`config.mk`:
```
export PLATFORM = sky130hd
export DESIGN_NAME = multicycle_addsub
export DESIGN_NICKNAME = d
export VERILOG_FILES = /design/src/rtl/multicycle_addsub.sv
export SDC_FILE = /design/constraint.sdc
export NUM_CORES = 1
export LEC_CHECK = 0
export ABC_AREA = 1
export CAP_MARGIN = 5
export CORE_AREA = 2 2 70 72
export DETAILED_ROUTE_END_ITERATION = 10
export DIE_AREA = 0 0 72 74
export GPL_TIMING_DRIVEN = 0
export PLACE_DENSITY = 0.82
export SETUP_SLACK_MARGIN = 0.5
export SLEW_MARGIN = 15
export SYNTH_ARGS = -nofsm -noshare
export SYNTH_HDL_FRONTEND = slang
export SYNTH_SLANG_ARGS = --single-unit
```
`constraint.sdc`:
```
create_clock -name clk -period 2.66 [get_ports clk]
set_input_delay 0.532 -clock clk [delete_from_list [all_inputs] [get_ports clk]]
set_output_delay 0.532 -clock clk [all_outputs]
set_load 0.005 [all_outputs]
```
`src/rtl/multicycle_addsub.sv`:
```
// Multi-cycle add/subtract: CHUNK-bit adder slice iterated LSB-first with a rippled carry.
// Latency: done is high NCH = WIDTH/CHUNK cycles after the accepting edge; back-to-back without a gap.
// Backpressure: none; start is taken only in IDLE/DONE, and starts seen while busy are dropped.
//
// Ports:
//   clk, rst_n       clock, asynchronous active-low reset
//   start            request; op_sub/a/b/cin are captured when it is accepted
//   op_sub           0: a+b+cin, 1: a-b-cin (cin is a borrow-in)
//   busy, done       busy is high in BUSY; done is a one-cycle pulse at result commit
//   sum              {carry-out or borrow-out, WIDTH-bit result}
//   ovf, zero        signed overflow of the WIDTH-bit result; result equals zero
module multicycle_addsub #(
  parameter int WIDTH = 8,
  parameter int CHUNK = 4
) (
  input  logic             clk,
  input  logic             rst_n,
  input  logic             start,
  input  logic             op_sub,
  input  logic [WIDTH-1:0] a,
  input  logic [WIDTH-1:0] b,
  input  logic             cin,
  output logic             busy,
  output logic             done,
  output logic [WIDTH:0]   sum,
  output logic             ovf,
  output logic             zero
);

  localparam int NCH = WIDTH / CHUNK;
  localparam int KW  = (NCH > 1) ? $clog2(NCH + 1) : 1;
  localparam logic [KW-1:0] KLAST = KW'(NCH - 1);
  localparam logic [KW-1:0] KSAT  = KW'(NCH);

  typedef enum logic [1:0] {IDLE, BUSY, DONE} state_t;

  state_t           state, state_nxt;
  logic [WIDTH-1:0] opa, opb, partial, partial_nxt;
  logic             carry, op_sub_r;
  logic [KW-1:0]    k;
  logic [CHUNK-1:0] sl_a, sl_b, sl_s;
  logic             sl_cout, sl_cmsb;
  logic             accept, last;

  assign accept = start && ((state == IDLE) || (state == DONE));
  assign last   = (state == BUSY) && (k == KLAST);

  // Next-state and handshake outputs.
  always_comb begin
    state_nxt = state;
    busy      = 1'b0;
    done      = 1'b0;
    case (state)
      IDLE: begin
        if (start) state_nxt = BUSY;
      end
      BUSY: begin
        busy = 1'b1;
        if (k == KLAST) state_nxt = DONE;
      end
      DONE: begin
        done      = 1'b1;
        state_nxt = start ? BUSY : IDLE;
      end
      default: state_nxt = IDLE;
    endcase
  end

  // Adder slice on chunk k. Subtraction arrives here already as a + ~b + ~cin.
  always_comb begin
    sl_a        = '0;
    sl_b        = '0;
    partial_nxt = partial;
    for (int i = 0; i < NCH; i++) begin
      if (k == KW'(i)) begin
        sl_a = opa[i*CHUNK +: CHUNK];
        sl_b = opb[i*CHUNK +: CHUNK];
      end
    end
    {sl_cout, sl_s} = {1'b0, sl_a} + {1'b0, sl_b} + {{CHUNK{1'b0}}, carry};
    // Carry into the slice MSB, recovered from the MSB sum bit; valid for any CHUNK >= 1.
    sl_cmsb = sl_s[CHUNK-1] ^ sl_a[CHUNK-1] ^ sl_b[CHUNK-1];
    for (int i = 0; i < NCH; i++) begin
      if (k == KW'(i)) partial_nxt[i*CHUNK +: CHUNK] = sl_s;
    end
  end

  always_ff @(posedge clk or negedge rst_n) begin
    if (!rst_n) begin
      state    <= IDLE;
      opa      <= '0;
      opb      <= '0;
      partial  <= '0;
      carry    <= 1'b0;
      op_sub_r <= 1'b0;
      k        <= '0;
      sum      <= '0;
      ovf      <= 1'b0;
      zero     <= 1'b0;
    end else begin
      state <= state_nxt;
      if (accept) begin
        opa      <= a;
        opb      <= op_sub ? ~b : b;
        carry    <= op_sub ? ~cin : cin;
        op_sub_r <= op_sub;
        k        <= '0;
        partial  <= '0;
      end else if (state == BUSY) begin
        partial <= partial_nxt;
        carry   <= sl_cout;
        if (k != KSAT) k <= k + KW'(1);
        // Outputs move only here, so intermediate chunks never show on sum.
        if (last) begin
          sum  <= {op_sub_r ? ~sl_cout : sl_cout, partial_nxt};
          ovf  <= sl_cmsb ^ sl_cout;
          zero <= (partial_nxt == '0);
        end
      end
    end
  end

endmodule

```
# Word level (Yosys, flattened, before mapping)
# Cells that the tools add are included.
# W data, S select, Z words.
[word_totals]
register_bits = 41
elab_cells = 59
[op_classes]
add_sub_neg = 3
n_eq_ne = 6
n_mux = 22
bitwise_logic = 7
n_reduce_logical = 11
[ops]
columns = ["cell", "count"]
rows = [
  ["$mux W4", 6],
  ["$mux W8", 3],
  ["$mux W2", 5],
  ["$logic_not A8 Y1", 1],
  ["$not A8 Y8", 1],
  ["$mux W1", 7],
  ["$ne A2 B2 Y1 const B", 3],
  ["$pmux W2 S3", 1],
  ["$add A4 B4 Y5", 1],
  ["$add A5 B1 Y5", 1],
  ["$eq A2 B1 Y1 const B", 2],
  ["$logic_not A2 Y1", 2],
  ["$reduce_and A2 Y1", 2],
  ["$reduce_bool A2 Y1", 2],
  ["$not A1 Y1", 3],
  ["$reduce_and A3 Y1", 1],
  ["$xor A1 B1 Y1", 3],
  ["$add A2 B1 Y2 const B", 1],
  ["$eq A2 B2 Y1 const B", 1],
  ["$logic_and A1 B1 Y1", 2],
  ["$logic_or A1 B1 Y1", 1],
]

# Longest topological paths before layout
# Gate-level depths: netlist (run 1).
[logic_depth]
ltp_word = 8
mapped_depth = 17

# Worst setup path before layout (run 1)
# No wires, ideal clock.
[synth_path]
path_type = "flip-flop to flip-flop"
start = "register k[1]"
end = "register zero"
setup_ns = 0.118
t_arrival_ns = 2.529
required_time_ns = 2.542
slack_ns = 0.014
stages_incl_launch_ff = 16
n_path_buf = 2
synth_period_minus_slack_ns = 2.646
cell_sequence = "dfrtp_1 > inv_1 > ha_1 > buf_6 > buf_4 > nor2_2 > a22o_1 > fa_1 > inv_1 > fa_1 > o21ai_1 > nor2_1 > nand3_1 > nor2_1 > nand3_1 > nand2_1"
[synth_via]
elab_chain_len = 7
[synth_rtl]
columns = ["element", "line_no", "text"]
rows = [
  ["from (decl)", "40", "logic [KW-1:0] k;"],
  ["from (signal assigned)", "112", "if (k != KSAT) k <= k + KW'(1);"],
  ["$logic_not A2 Y1", "75, 84", ""],
  ["$mux W4 (2 in a row)", "75", "if (k == KW'(i)) begin"],
  ["$add A4 B4 Y5", "80", "{sl_cout, sl_s} = {1'b0, sl_a} + {1'b0, sl_b} + {{CHUNK{1'b0}}, carry};"],
  ["$add A5 B1 Y5", "80", ""],
  ["$mux W4", "84", "if (k == KW'(i)) partial_nxt[i*CHUNK +: CHUNK] = sl_s;"],
  ["$logic_not A8 Y1", "117", "zero <= (partial_nxt == '0);"],
  ["to (signal assigned)", "117", ""],
  ["to (decl)", "27", "output logic zero"],
]
# Several ways; a longest one is shown, not always the timed one.
# A chain may end at the register's enable or synchronous reset.

# Final worst setup path (run 1)
[layout_path]
start = "register k[0]"
end = "register partial[1]"
[layout_via]
elab_chain_len = 8
[layout_rtl]
columns = ["element", "line_no", "text"]
rows = [
  ["$logic_not A2 Y1", "75, 84", ""],
  ["$mux W4 (2 in a row)", "75", ""],
  ["$add A4 B4 Y5", "80", ""],
  ["$add A5 B1 Y5", "80", ""],
  ["$mux W4 *", "84", ""],
  ["$mux W8 *", "109", "end else if (state == BUSY) begin"],
  ["$mux W8 *", "102", "if (accept) begin"],
  ["to (signal assigned)", "110", "partial <= partial_nxt;"],
  ["to (decl)", "38", "logic [WIDTH-1:0] opa, opb, partial, partial_nxt;"],
]
# Mark *: on every way between the ends. The rest lies on a longest branch, timed or not. The select of a mux whose other input is x is not followed.

==> results of run 1 <==
==> worst max-delay path, stage by stage (launching register included) <==
cell and delay [ns]:
dfrtp_1 0.44, ha_4 0.19, buf_8 0.11, buf_8 0.12
nor2_4 0.13, a22o_1 0.18, fa_2 0.23, inv_2 0.04
fa_2 0.56, o21ai_2 0.08, buf_4 0.14, buf_6 0.11
a22o_1 0.21
==> layer usage <==
layer	wire, microns	vias to the layer above	part of all wire
met2	2632	51	0.51
met5	0	-	0
met4	69	0	0.013
met1	2174	886	0.42
met3	262	7	0.051
li1	-	912	-
==> synthesized netlist by cell type <==
master    number
or2_4          1
fa_1           2
nor2_8         1
ha_1           6
a22o_1         5
a211oi_2       1
nand2_2        2
inv_4          1
nand2_4        1
nor2_1         9
nand3_2        2
buf_4          1
inv_2          5
o22ai_1        4
buf_2          6
nor2_2         3
dfrtp_1       41
o21ai_0       21
nand3_1        7
nand2_1       83
buf_6          1
o211ai_1       1
a21oi_1        5
xor2_1         2
o21ai_1        4
a22oi_1        2
inv_1         21
or2_1          1
o21ai_2        1
xnor2_1        8
==> registers in the layout, summed over array words and instances, names as in the netlist <==
name	flops
op_sub_r	1
zero	1
k	2
carry	1
sum	9
ovf	1
state	2
opa	8
opb	8
partial	8
==> where the power goes <==
group	internal, W	switching (W)
clock network	0.000373	0.000225
registers	0.000899	0.000160
logic	0.00122	0.00147
==> path summary, 6_finish.rpt <==
path	startpoint	endpoint	slack [ns]	cells after the start
max reg2reg	k[0]	partial[1]	0.02	12
min	rst_n	partial[2]	0.18	1
max in group asynchronous	rst_n	opa[7]	2.00	2
min in group clk	sum[1]	sum[1]	0.48	2
min reg2reg	sum[1]	sum[1]	0.48	2
max	k[0]	partial[1]	0.02	12
==> area by class of cell <==
cell class                 instances  area (sq um)  area share
tap                               54         67.56     0.02180
buffer                             8         60.06     0.01938
timing repair buffer              54         525.5      0.1696
clock inverter                     3         65.06     0.02099
clock buffer                       5         68.82     0.02220
sequential                        41          1026      0.3310
inverter                          27         111.4     0.03593
multi-input combinational        172          1175      0.3791
==> repair_timing <==
| action | 4_1_cts | 5_1_grt |
|---|---|---|
| gates resized for setup | 19 | 43 |
| endpoints found under the setup margin | 19 | 19 |
| hold buffers | 0 | 0 |
| setup buffers | 11 | 9 |
| pin swaps | 25 | 32 |
| hold endpoints to repair | 0 | 0 |
==> metrics by stage <==
step | total power, W | hold WS, ns | setup slack (ns) | cells | instance area (sq um)
after global placement | 0.002771 | 0.4622 | -0.05254 | 335 | 2561
after CTS | 0.003790 | 0.1919 | -0.02673 | 355 | 2880
after detailed placement | 0.002831 | 0.4650 | -0.09634 | 336 | 2584
after global routing | 0.004646 | 0.2149 | -0.07216 | 364 | 3099
final | 0.004341 | 0.1830 | 0.02360 | 364 | 3099
after floorplan | 0.002307 | 0.2364 | 0.1877 | 248 | 2163
==> logic make-up (layout without fill, tap and decap cells) <==
| group | count (synthesis) | in the layout | synth area share |
|---|---|---|---|
| DFF | 41 | 41 | 0.4835 |
| and+or+nand+nor | 110 | 110 | 0.2252 |
| AOI/OAI and AO/OA | 44 | 44 | 0.1238 |
| xor gates and xnor gates | 10 | 10 | 0.04128 |
| buffers and inverters | 35 | 97 | 0.07194 |
| adders and majority gates | 8 | 8 | 0.05425 |
==> results.txt, run 1 <==
status: completed
aggregate global routing overflow: 0
Synth area leaders: dfrtp_1, nand2_1, o21ai_0
sequential area share after synthesis: 0.4835
routed vias: 1856
Clock Path Buffers: 2
crit path kind: reg -> reg
setup TNS: 0 ns
Synth Net Count: 277
core area: 4598 sq um
area leader, netlist: dfrtp_1
most frequent cells in the layout: nand2_1, dfrtp_1, clkdlybuf4s50_1
Slew Viols, Final: 0
data arrival time of the worst path: 2.84 ns
die area: 5328 sq um
Syn-to-layout area delta: 46.05%
Die W: 72 microns
met2 usage in global routing: 0.2984
synthesized area per cell: 8.557 sq um
post-DP HPWL: 3.054 mm
die span in y: 74 microns
Clock Skews: 0.004007 ns
diode count: 0
Hold/Removal Path Class: in -> async
Peak Freq: 0.3793 GHz
drt via density: 5.099
synth unique cells: 30
worst IR drop on VDD: 0.5449 mV
Startpoint Class: register
number of global-route vias before repair: 1659
GRT Max-Usage Layer: met2
worst slew pin tran: 0.4911 ns
H-tree lvl count: 2
RSZ-0062 raised after global routing: yes
Root Buffer: clkbuf_8
leakage power total: 1.476 nW
Util after Layout: 0.6740
# setup viols final: 0
Port Buffers: 33
Starting Density: 0.4615
register bit count reported by yosys: 41
MaxCap Viol Count: 0
maximum number of pins on one net before global-route repair: 23
Iter 0 DRT Violations: 163
layout cells sized above 1: 0.3258
antenna violations before repair: 0
most common cell after layout, fill and taps aside: nand2_1
Yosys top cell area share: 0.4835
Inserted Clock Buffers: 5
routability cong.: 0.8471
Worst Path Max Fanout: 6
Mapped Cells: 248
DR WL/cell: 14.12 microns
Fin. Hold Viols: 0
Critical Path End Type: register
Mapped Area: 2122 sq um
fin crit share: 0.9911
first-pass GRT wire length: 7.762 mm
pwr/cell area: 1401 nW/um^2
clk_lat worst skew: 0.30 ns
final wirelength: 5.139 mm
final layout net count: 338
synth warn: 0
Slew HR: 0.6726
Tmin final: 2.636 ns
Fill cells: 330
row cnt: 25
drt pass-1 iters: 4
Tot GR Track Use: 0.1913
Req. time, crit path: 2.86 ns
Antenna Nets Post-Route: 0
Clock Pin Slew Worst Setup and Hold Paths: 0.08 ns
drt drc: 0
TritonCTS clock tree: built
io pins: 34
GR Util met1: 0.2634
GR Util met3: 0.04607
TritonCTS Sinks: 41
(Power assumes the default switching activity.)
==> inputs of run 2 (changes only) <==
--- a/config.mk
+++ b/config.mk
@@ -6,7 +6,7 @@
 export NUM_CORES = 1
 export LEC_CHECK = 0
 export ABC_AREA = 1
-export CAP_MARGIN = 5
+export CAP_MARGIN = 20
 export CORE_AREA = 2 2 70 72
 export DETAILED_ROUTE_END_ITERATION = 10
 export DIE_AREA = 0 0 72 74
==> results of run 2 <==
No change in the layout: final DEF, timing and power equal those of run 1.
